### src/rtl/qkv_fetch_pkg.sv
// Shared definitions for the Q/K/V fetch arbiter: FSM state encoding,
// default Buffer_Select width and a width helper for the round-robin pointer.
package qkv_fetch_pkg;

    // Arbiter FSM states; encoding is fixed so it can be observed on a debug bus.
    typedef enum logic [1:0] {
        ST_IDLE  = 2'd0,
        ST_ISSUE = 2'd1,
        ST_WAIT  = 2'd2,
        ST_DONE  = 2'd3
    } state_e;

    localparam int DEFAULT_SEL_W = 3;

    // Number of bits needed to index n entries; never less than one bit.
    function automatic int clog2(input int n);
        int w;
        w = 1;
        while ((1 << w) < n) begin
            w = w + 1;
        end
        return w;
    endfunction

endpackage

### src/rtl/qkv_fetch_arbiter_rr_pick.sv
// Combinational round-robin selector: scans the request vector starting one
// position after the pointer (wrapping at NUM_REQ) and returns the first
// requester found, both as a one-hot vector and as an index.
module rr_pick
    import qkv_fetch_pkg::*;
#(
    parameter int NUM_REQ = 3,
    parameter int PTR_W   = clog2(NUM_REQ)
) (
    input  logic [NUM_REQ-1:0] req,
    input  logic [PTR_W-1:0]   ptr,
    output logic [NUM_REQ-1:0] pick_onehot,
    output logic [PTR_W-1:0]   pick_idx,
    output logic               pick_valid
);

    int cand_idx;

    // Walk the candidates in priority order; the first active one wins.
    always_comb begin
        // NOTE: every output of a combinational block gets a default first, so no path can infer a latch.
        pick_onehot = '0;
        pick_idx    = '0;
        pick_valid  = 1'b0;
        cand_idx    = 0;
        for (int off = 1; off <= NUM_REQ; off++) begin
            cand_idx = (int'(ptr) + off) % NUM_REQ;
            if (!pick_valid && req[cand_idx]) begin
                pick_valid            = 1'b1;
                pick_idx              = PTR_W'(cand_idx);
                pick_onehot[cand_idx] = 1'b1;
            end
        end
    end

endmodule

### src/rtl/qkv_fetch_arbiter.sv
// Q/K/V fetch arbiter: shares the single buffer fetch engine among NUM_REQ
// tile schedulers. A round-robin winner has its Buffer_Select, Tiles_Control
// and address-reset request latched, the fetch is started with a one-cycle
// pulse, and the requester receives a one-cycle done once fetch_done arrives.
// Optional watchdog: define QKV_FETCH_TIMEOUT_EN to abort a fetch that does
// not finish within TIMEOUT_CYCLES cycles and raise a sticky timeout_err.
module qkv_fetch_arbiter
    import qkv_fetch_pkg::*;
#(
    parameter int NUM_REQ        = 3,
    parameter int SEL_W          = DEFAULT_SEL_W,
    parameter int TIMEOUT_CYCLES = 4096
) (
    input  logic                     clk,
    input  logic                     rst,
    input  logic [NUM_REQ-1:0]       req,
    input  logic [NUM_REQ*SEL_W-1:0] req_buf_sel,
    input  logic [NUM_REQ-1:0]       req_tiles_ctrl,
    input  logic [NUM_REQ-1:0]       req_rst_addr,
    output logic [NUM_REQ-1:0]       gnt,
    output logic [NUM_REQ-1:0]       done,
    output logic                     start_fetch,
    output logic                     reset_addr_counter,
    output logic [SEL_W-1:0]         Buffer_Select,
    output logic                     Tiles_Control,
    input  logic                     fetch_done,
    input  logic                     busy,
    output logic                     arb_busy,
    output logic                     timeout_err
);

    localparam int PTR_W = clog2(NUM_REQ);
    localparam logic [PTR_W-1:0] PTR_RESET = PTR_W'(NUM_REQ - 1);
    localparam logic [NUM_REQ-1:0] ONE_HOT_0 = {{(NUM_REQ-1){1'b0}}, 1'b1};

    // FSM and latched transaction fields
    state_e             state_q, state_d;
    logic [PTR_W-1:0]   ptr_q, ptr_d;
    logic [SEL_W-1:0]   sel_q, sel_d;
    logic               tiles_q, tiles_d;
    logic               rst_addr_q, rst_addr_d;

    // Registered outputs
    logic [NUM_REQ-1:0] gnt_q, gnt_d;
    logic [NUM_REQ-1:0] done_q, done_d;
    logic               start_fetch_q, start_fetch_d;
    logic               reset_addr_counter_q, reset_addr_counter_d;
    logic [SEL_W-1:0]   buffer_select_q, buffer_select_d;
    logic               tiles_control_q, tiles_control_d;
    logic               arb_busy_q, arb_busy_d;

    // Round-robin selection results
    logic [NUM_REQ-1:0] pick_onehot;
    logic [PTR_W-1:0]   pick_idx;
    logic               pick_valid;

    // Watchdog expiry this cycle (always 0 when the watchdog is not built)
    logic               timeout_hit;

    // busy is observed by the fetch logic's owner only; it never gates the FSM.
    logic               unused_busy;
    assign unused_busy = busy;

    rr_pick #(
        .NUM_REQ (NUM_REQ),
        .PTR_W   (PTR_W)
    ) u_rr_pick (
        .req         (req),
        .ptr         (ptr_q),
        .pick_onehot (pick_onehot),
        .pick_idx    (pick_idx),
        .pick_valid  (pick_valid)
    );

`ifdef QKV_FETCH_TIMEOUT_EN
    logic [31:0] wait_cnt_q, wait_cnt_d;
    logic        timeout_err_q, timeout_err_d;

    // Watchdog: cleared while issuing, counts every WAIT cycle, error is sticky.
    always_comb begin
        wait_cnt_d    = wait_cnt_q;
        timeout_hit   = 1'b0;
        if (state_q == ST_ISSUE) begin
            wait_cnt_d = '0;
        end else if (state_q == ST_WAIT) begin
            wait_cnt_d  = wait_cnt_q + 32'd1;
            timeout_hit = !fetch_done && (wait_cnt_q == 32'(TIMEOUT_CYCLES - 1));
        end
        timeout_err_d = timeout_err_q | timeout_hit;
    end

    // Watchdog registers
    always_ff @(posedge clk) begin
        if (rst) begin
            wait_cnt_q    <= '0;
            timeout_err_q <= 1'b0;
        end else begin
            wait_cnt_q    <= wait_cnt_d;
            timeout_err_q <= timeout_err_d;
        end
    end

    assign timeout_err = timeout_err_q;
`else
    logic [31:0] unused_timeout_cfg;
    assign unused_timeout_cfg = 32'(TIMEOUT_CYCLES);
    assign timeout_hit        = 1'b0;
    assign timeout_err        = 1'b0;
`endif

    // State register, latched transaction fields and registered outputs
    always_ff @(posedge clk) begin
        if (rst) begin
            // NOTE: sequential state uses non-blocking assignments so every flop samples pre-edge values.
            state_q              <= ST_IDLE;
            ptr_q                <= PTR_RESET;
            sel_q                <= '0;
            tiles_q              <= 1'b0;
            rst_addr_q           <= 1'b0;
            gnt_q                <= '0;
            done_q               <= '0;
            start_fetch_q        <= 1'b0;
            reset_addr_counter_q <= 1'b0;
            buffer_select_q      <= '0;
            tiles_control_q      <= 1'b0;
            arb_busy_q           <= 1'b0;
        end else begin
            state_q              <= state_d;
            ptr_q                <= ptr_d;
            sel_q                <= sel_d;
            tiles_q              <= tiles_d;
            rst_addr_q           <= rst_addr_d;
            gnt_q                <= gnt_d;
            done_q               <= done_d;
            start_fetch_q        <= start_fetch_d;
            reset_addr_counter_q <= reset_addr_counter_d;
            buffer_select_q      <= buffer_select_d;
            tiles_control_q      <= tiles_control_d;
            arb_busy_q           <= arb_busy_d;
        end
    end

    // Next-state logic: arbitrate in IDLE, latch the winner's fields, track the fetch.
    always_comb begin
        state_d    = state_q;
        ptr_d      = ptr_q;
        sel_d      = sel_q;
        tiles_d    = tiles_q;
        rst_addr_d = rst_addr_q;
        unique case (state_q)
            ST_IDLE: begin
                if (pick_valid) begin
                    state_d    = ST_ISSUE;
                    ptr_d      = pick_idx;
                    sel_d      = req_buf_sel[int'(pick_idx)*SEL_W +: SEL_W];
                    tiles_d    = req_tiles_ctrl[pick_idx];
                    rst_addr_d = req_rst_addr[pick_idx];
                end
            end
            ST_ISSUE: begin
                state_d = ST_WAIT;
            end
            ST_WAIT: begin
                if (fetch_done || timeout_hit) begin
                    state_d = ST_DONE;
                end
            end
            ST_DONE: begin
                state_d = ST_IDLE;
            end
            default: begin
                state_d = ST_IDLE;
            end
        endcase
    end

    // Output logic: outputs are registered, so they are decoded from the next state.
    always_comb begin
        gnt_d                = '0;
        done_d               = '0;
        start_fetch_d        = 1'b0;
        reset_addr_counter_d = 1'b0;
        buffer_select_d      = '0;
        tiles_control_d      = 1'b0;
        arb_busy_d           = 1'b0;
        if (state_d != ST_IDLE) begin
            gnt_d           = ONE_HOT_0 << ptr_d;
            buffer_select_d = sel_d;
            tiles_control_d = tiles_d;
            arb_busy_d      = 1'b1;
        end
        if (state_d == ST_ISSUE) begin
            start_fetch_d        = 1'b1;
            reset_addr_counter_d = rst_addr_d;
        end
        if (state_d == ST_DONE) begin
            done_d = ONE_HOT_0 << ptr_d;
        end
    end

    assign gnt                = gnt_q;
    assign done               = done_q;
    assign start_fetch        = start_fetch_q;
    assign reset_addr_counter = reset_addr_counter_q;
    assign Buffer_Select      = buffer_select_q;
    assign Tiles_Control      = tiles_control_q;
    assign arb_busy           = arb_busy_q;

endmodule

### config.mk
export PLATFORM = sky130hd
export DESIGN_NAME = qkv_fetch_arbiter
export DESIGN_NICKNAME = d
export VERILOG_FILES = /design/src/rtl/qkv_fetch_pkg.sv /design/src/rtl/qkv_fetch_arbiter_rr_pick.sv /design/src/rtl/qkv_fetch_arbiter.sv
export SDC_FILE = /design/constraint.sdc
export NUM_CORES = 1
export LEC_CHECK = 0
export ABC_AREA = 1
export CAP_MARGIN = 20
export CORE_MARGIN = 2
export CORE_UTILIZATION = 46
export CTS_CLUSTER_SIZE = 12
export DETAILED_ROUTE_END_ITERATION = 7
export PLACE_DENSITY = 0.75
export SYNTH_ARGS = -nofsm -noshare
export SYNTH_HDL_FRONTEND = slang
export SYNTH_SLANG_ARGS = --single-unit
export TNS_END_PERCENT = 20
### constraint.sdc
create_clock -name clk -period 2.7 [get_ports clk]
set_input_delay 0.27 -clock clk [delete_from_list [all_inputs] [get_ports clk]]
set_output_delay 0.27 -clock clk [all_outputs]
set_load 0.01 [all_outputs]
==> results of run 1 <==
[cells by family (layout without fill, tap and decap cells)]
logic type               count (synthesis)  after routing  share of synthesized area
AND/OR/NAND/NOR                         94             94                     0.3848
flip-flops                              22             22                     0.3621
adder cells (fa/ha/maj)                  7              7                    0.07201
buffers and inverters                   31             64                     0.1049
other                                    1              1                   0.003083
AO/OA/AOI/OAI                           15             15                    0.07304
[worst paths after layout]
kind | startpoint | end | depth (start not counted)
hold reg to reg | tiles_q$_SDFF_PP0_ | tiles_q$_SDFF_PP0_ | 4
hold / removal | tiles_q$_SDFF_PP0_ | tiles_q$_SDFF_PP0_ | 4
setup reg to reg | ptr_q[0]$_SDFF_PP0_ | Buffer_Select[1]$_SDFF_PP0_ | 13
setup / recovery | ptr_q[0]$_SDFF_PP0_ | Buffer_Select[1]$_SDFF_PP0_ | 13
[worst register-to-register path, stage by stage, from the launching register on]
cell and delay [ns]:
dfxtp_1 0.40, inv_1 0.08, ha_1 0.41, inv_2 0.10, nand2_2 0.07, nand3_2 0.08, nand2_4 0.10, nand2_4 0.07
nor2_4 0.09, nand2_1 0.06, a21oi_1 0.16, nor2_1 0.11, nor2_2 0.31, nor2_1 0.09
[cell usage in the layout, fill, tap and decap left out]
| cell type | count |
|---|---|
| or2_0 | 2 |
| nand2_2 | 7 |
| nand3_1 | 19 |
| nand3b_1 | 3 |
| nand2_4 | 3 |
| ha_1 | 7 |
| conb_1 | 1 |
| clkbuf_4 | 3 |
| and2_1 | 1 |
| nand3_2 | 2 |
| nor2_4 | 2 |
| inv_2 | 4 |
| nor2_2 | 1 |
| dfxtp_1 | 22 |
| nor2_1 | 17 |
| inv_1 | 24 |
| o21ai_2 | 2 |
| o21ai_1 | 1 |
| nand2_1 | 36 |
| a21boi_2 | 1 |
| clkdlybuf4s50_1 | 33 |
| a21oi_1 | 9 |
| or2_1 | 1 |
| o21ai_0 | 2 |
[area by class of cell]
type	count	area, um2	area share
tap	30	37.54	0.02370
multi-input combinational	117	648.1	0.4092
sequential	22	440.4	0.2780
clock buffer	3	22.52	0.01422
timing repair buffer	33	330.3	0.2085
inverter	28	105.1	0.06635
[layer usage]
| metal | GRT usage | vias to the layer above | part of all wire |
|---|---|---|---|
| met3 | 0.05386 | 2 | 0.062 |
| met1 | 0.2152 | 505 | 0.41 |
| met5 | 0 | - | 0 |
| met4 | 0.02787 | 0 | 0.011 |
| met2 | 0.3571 | 36 | 0.52 |
| li1 | - | 594 | - |
[flip-flops by register name, indices dropped and copies added (netlist names), 2 cells and up]
register / count
done: 3
sel_q: 3
state_q: 2
gnt: 3
Buffer_Select: 3
ptr_q: 2
[where the power goes]
group	switching [mW]	internal, mW	total (mW)
Sequential	0.0422	0.453	0.495
Clock	0.0891	0.0519	0.141
Combinational	0.995	0.570	1.56
[through the flow]
stage,util,std cells
3_3_place_gp,0.6246,230
2_1_floorplan,-,170
3_5_place_dp,0.6246,230
6_report,0.6336,233
5_1_grt,0.6336,233
4_1_cts,0.6336,233
==> summary.md, run 1 <==
| Metric | Value |
|---|---|
| Slowest stage delay, CP | 0.41 ns |
| Grt ovf | 0 |
| Status | finished clean |
| Commonest cells post-synth | 36 x nand2_1, 24 x inv_1, 22 x dfxtp_1 |
| Sum of buffers and inverters on the critical path | 2 |
| Iter 0 DRT Violations | 21 |
| Fin. Hold Viols | 0 |
| Fin. max-slew vios | 0 |
| Largest net degree at the start of global routing | 12 |
| Fmax achieved | 446.3 MHz |
| Placement Setup Slack | 0.4466 ns |
| Setup CP Type | reg2reg |
| Initial antenna violation count | 0 |
| Post-CTS setup buffers | 0 |
| WL final | 2743 um |
| Crit-path cells | inv_1, ha_1, inv_2, nand2_2, nand3_2, nand2_4, nand2_4, nor2_4, nand2_1, a21oi_1, nor2_1, nor2_2, nor2_1 |
| Post-CTS Hold Fix Bufs | 0 |
| Power per cell area | 1389 mW/mm2 |
| Initial core utilization | 0.4865 |
| Final GP Congestion | 0.8298 |
| Yosys warning count | 0 |
| Rows | 18 |
| P&R area growth vs syn | 30.25% |
| First-pass GRT wire length | 4754 um |
| Chip width | 55.42 um |
| CTS tree | yes |
| WP data arrival | 2.43 ns |
| Syn_nets | 199 |
| Top post-synthesis cells by area | dfxtp_1 36%, nand2_1 11%, nand3_1 7.8% |
| # IOs | 36 |
| CTS root buf | clkbuf_4 |
| Post-CTS sizing | 0 |
| Worst clock skew | 0.001546 ns |
| Top FF cell, synth | dfxtp_1 |
| Via/cell ratio | 4.880 |
| Crit-path slowest cell | ha_1 |
| Synth top area share | 0.3621 |
| Nets | 234 |
| Average cell area after synthesis | 7.154 um2 |
| N_diodes | 0 |
| FFs w/ async S/R, synth | 0 |
| Clock transition at path regs | 0.11 ns |
| Maximum vdd drop | 0.7590 mV |
| H-tree Lvls | 1 |
| Seq cells post-synth | 22 |
| Hold Crit Class | reg2reg |
| Count leader, synth | nand2_1 |
| Layout cells sized above 1 | 0.1232 |
| Seq/Total Area, Yosys | 0.3621 |
| Setup ws final | 0.4594 ns |
| Crit path required time | 2.88 ns |
| Worst setup SP type | flip-flop |
| Clock Latency Late Sink | 0.29 ns |
| Unrepaired setup endpoints after global routing | no |
| Clock Sinks | 22 |
| Die footprint | 0.003071 mm2 |
| Leakage power | 0.7495 nW |
| Avg WL per Cell | 11.77 um |
| First-pass iteration count of the detailed router | 4 |
| Final instance area | 0.001584 mm2 |
| GRT Util Overall | 0.1901 |
| Via count of the first global-routing pass | 1121 |
| Mapped cell area | 0.001216 mm2 |
| FF-to-FF setup slack | 0.46 ns |
| Crit path time final | 2.241 ns |
| # port buffers | 33 |
| Period utilisation layout | 0.8299 |
| Core area | 0.002500 mm2 |
| Die Span Y | 55.42 um |
| Post-synthesis instance total | 170 |
| Via count | 1137 |
| CP max FO | 8 |
| CTS buffer count | 3 |
| Hold Slack | 0.5724 ns |
| Total power | 2.200 mW |
| Number of synthesized flops with an enable pin | 0 |
| Placed inst area | 0.001562 mm2 |
| DR DRC count | 0 |
| Synth cell types | 25 |
| Final ANT Viol Nets | 0 |
| Post-detail-place hpwl | 2233 um |
| Yosys top cell by area | dfxtp_1 |
| Setup TNS | 0 ns |
| Max Cap Viol | 0 |
| Finish-stage setup viols | 0 |
| Fill cell count | 224 |
| Crit-path leading delay family | simple AND/OR/NAND/NOR gates |
| CP Capture Type | flip-flop |
| Clk buf depth | 2 |
(Power assumes the default switching activity.)
==> inputs of run 2 (changes only) <==
==> constraint.sdc (replaced) <==
create_clock -name clk -period 2.15 [get_ports clk]
set_input_delay 0.215 -clock clk [delete_from_list [all_inputs] [get_ports clk]]
set_output_delay 0.215 -clock clk [all_outputs]
set_load 0.01 [all_outputs]
==> summary.md, run 2 (synthesized netlist as in run 1, its figures left out) <==
| Metric | Value |
|---|---|
| Period utilisation layout | 0.9300 (+0.1002) |
| DR DRC count | 0 (unchanged) |
| Leakage power | 0.7700 nW (+2.7%) |
| Die footprint | 0.003071 mm2 (unchanged) |
| Core area | 0.002500 mm2 (unchanged) |
| Internal power | 1.459 mW (+36%) |
| Via count of the first global-routing pass | 1100 (-1.9%) |
| Crit path time final | 2.000 ns (-0.2410 ns) |
| Post-detail-place hpwl | 2184 um (-2.2%) |
| Max Cap Viol | 0 (unchanged) |
| Clock Sinks | 22 (unchanged) |
| CTS root buf | clkbuf_4 |
| Hold Crit Class | reg2reg |
| Initial antenna violation count | 0 (unchanged) |
| N_diodes | 0 (unchanged) |
| First-pass iteration count of the detailed router | 5 (+1) |
| Via/cell ratio | 4.856 (-0.49%) |
| Largest net degree at the start of global routing | 12 (unchanged) |
| Fmax achieved | 500.1 MHz (+12%) |
| Commonest non-fill, non-tap cell in the layout | nand2_1 |
| CTS tree | yes |
| Flop pwr share | 0.213 (-0.012) |
| Fin. Hold Viols | 0 (unchanged) |
| GRT Util Overall | 0.1854 (-0.004682) |
| Gate power share | 0.726 (+0.015) |
| Final core utilization | 0.6602 (+0.02653) |
| Placed Cells | 231 (+0.43%) |
| Most frequent cells in the layout | 36 x nand2_1, 33 x clkdlybuf4s50_1, 23 x inv_1 |
| P&R area growth vs syn | 35.70% |
| Via count | 1146 (+0.79%) |
| Grt ovf | 0 (unchanged) |
| Post-CTS Hold Fix Bufs | 0 (unchanged) |
| WL final | 2828 um (+3.1%) |
| CP max FO | 7 (-1) |
| Worst setup SP type | flip-flop |
| Nets | 237 (+1.3%) |
| Clk buf depth | 2 (unchanged) |
| P_sw | 1.475 mW (+31%) |
| Final ANT Viol Nets | 0 (unchanged) |
| # port buffers | 33 (unchanged) |
| Initial core utilization | 0.4865 (unchanged) |
| Fin. max-slew vios | 0 (unchanged) |
| WP data arrival | 2.25 ns (-0.18 ns) |
| Chip width | 55.42 um (unchanged) |
| Finish-stage setup viols | 0 (unchanged) |
| Die Span Y | 55.42 um (unchanged) |
| Clock transition at path regs | 0.11 ns (about the same) |
| Rows | 18 (unchanged) |
| CTS buffer count | 3 (unchanged) |
| Iter 0 DRT Violations | 27 (+29%) |
| First-pass GRT wire length | 4560 um (-4.1%) |
| Switching share of power | 0.5027 (-0.008975) |
| Layout cells sized above 1 | 0.1650 (+0.04190) |
| Setup CP Type | reg2reg |
| Status | finished clean |
| Avg WL per Cell | 11.98 um (+1.8%) |
| H-tree Lvls | 1 (unchanged) |
| Power per cell area | 1778 mW/mm2 (+28%) |
| CP Capture Type | flip-flop |
| Crit path required time | 2.40 ns (-0.48 ns) |
| Worst clock skew | 0.005288 ns (+0.003742 ns) |
| Clk network pwr share | 0.061 (-0.003) |
| Clock Latency Late Sink | 0.30 ns (about the same) |
| Layout Cells excl Fill | 236 (+1.3%) |
| # IOs | 36 (unchanged) |
| Final GP Congestion | 0.8112 (-2.2%) |
| Maximum vdd drop | 1.088 mV (+43%) |
==> run 2: cell types whose count changed in the layout (fill, tap and decap cells not counted), sizes merged <==
| cell | before | now |
|---|---|---|
| buf | 0 | 3 |
==> run 2: power groups by stage <==
stage               sequential, mW  clock (mW)  combinational (mW)
floorplan                    0.664           0                1.45
global placement             0.618           0                1.91
detailed placement           0.627           0                1.97
CTS                          0.618       0.184                1.98
global route                 0.635       0.196                2.39
finish                       0.624       0.180                2.13
==> run 2: cell type report <==
type	count	area, um2
fillers	202	849.6
multi-input cells	117	688.2
flip-flops and latches	22	444.2
repair buffers	36	352.8
inverters	28	105.1
well taps	30	37.54
clock buffers	3	22.52
==> run 2: metal layers <==
layer / routed length (um) / GRT usage
met1: 1203 / 0.2026
met2: 1431 / 0.3435
met3: 138 / 0.05855
met4: 54 / 0.04530
met5: 0 / 0
==> run 2: worst max-delay path, stage by stage (launching register included) <==
cell	delay [ns]
dfxtp_1	0.33
buf_4	0.14
ha_2	0.20
inv_2	0.10
nand2_1	0.08
nand2_1	0.08
nand2_1	0.06
nand2_2	0.10
inv_1	0.07
nor2_4	0.15
nand2_2	0.09
nand2_4	0.11
o21ai_2	0.08
or2_1	0.25
nor2_2	0.08
==> run 2: per-stage QoR <==
stage               TNS (ns)  setup slack [ns]  instance area [um2]  total power [mW]  hold slack [ns]
finish                     0            0.1504                 1650             2.934           0.5768
floorplan                  0            0.2153                 1216             2.111           0.4627
detailed placement         0           0.04035                 1569             2.596           0.5508
global route        -0.03890          -0.02279                 1650             3.224           0.6037
CTS                        0           0.01414                 1592             2.780           0.5662
global placement           0            0.1116                 1569             2.527           0.5383
==> run 2: final timing paths <==
path,startpoint,endpoint,slack (ns),cells past startpoint
worst min-delay path,tiles_q$_SDFF_PP0_,Tiles_Control$_SDFF_PP0_,0.58,4
worst max register to register,ptr_q[0]$_SDFF_PP0_,done[2]$_SDFF_PP0_,0.15,14
worst min register to register,tiles_q$_SDFF_PP0_,Tiles_Control$_SDFF_PP0_,0.58,4
worst max-delay path,ptr_q[0]$_SDFF_PP0_,done[2]$_SDFF_PP0_,0.15,14
==> run 2: timing repair <==
item                       4_1_cts  5_1_grt
setup endpoints to repair        0       18
hold endpoints to repair         0        0
gates resized for setup          0       12
buffers inserted                 0        2
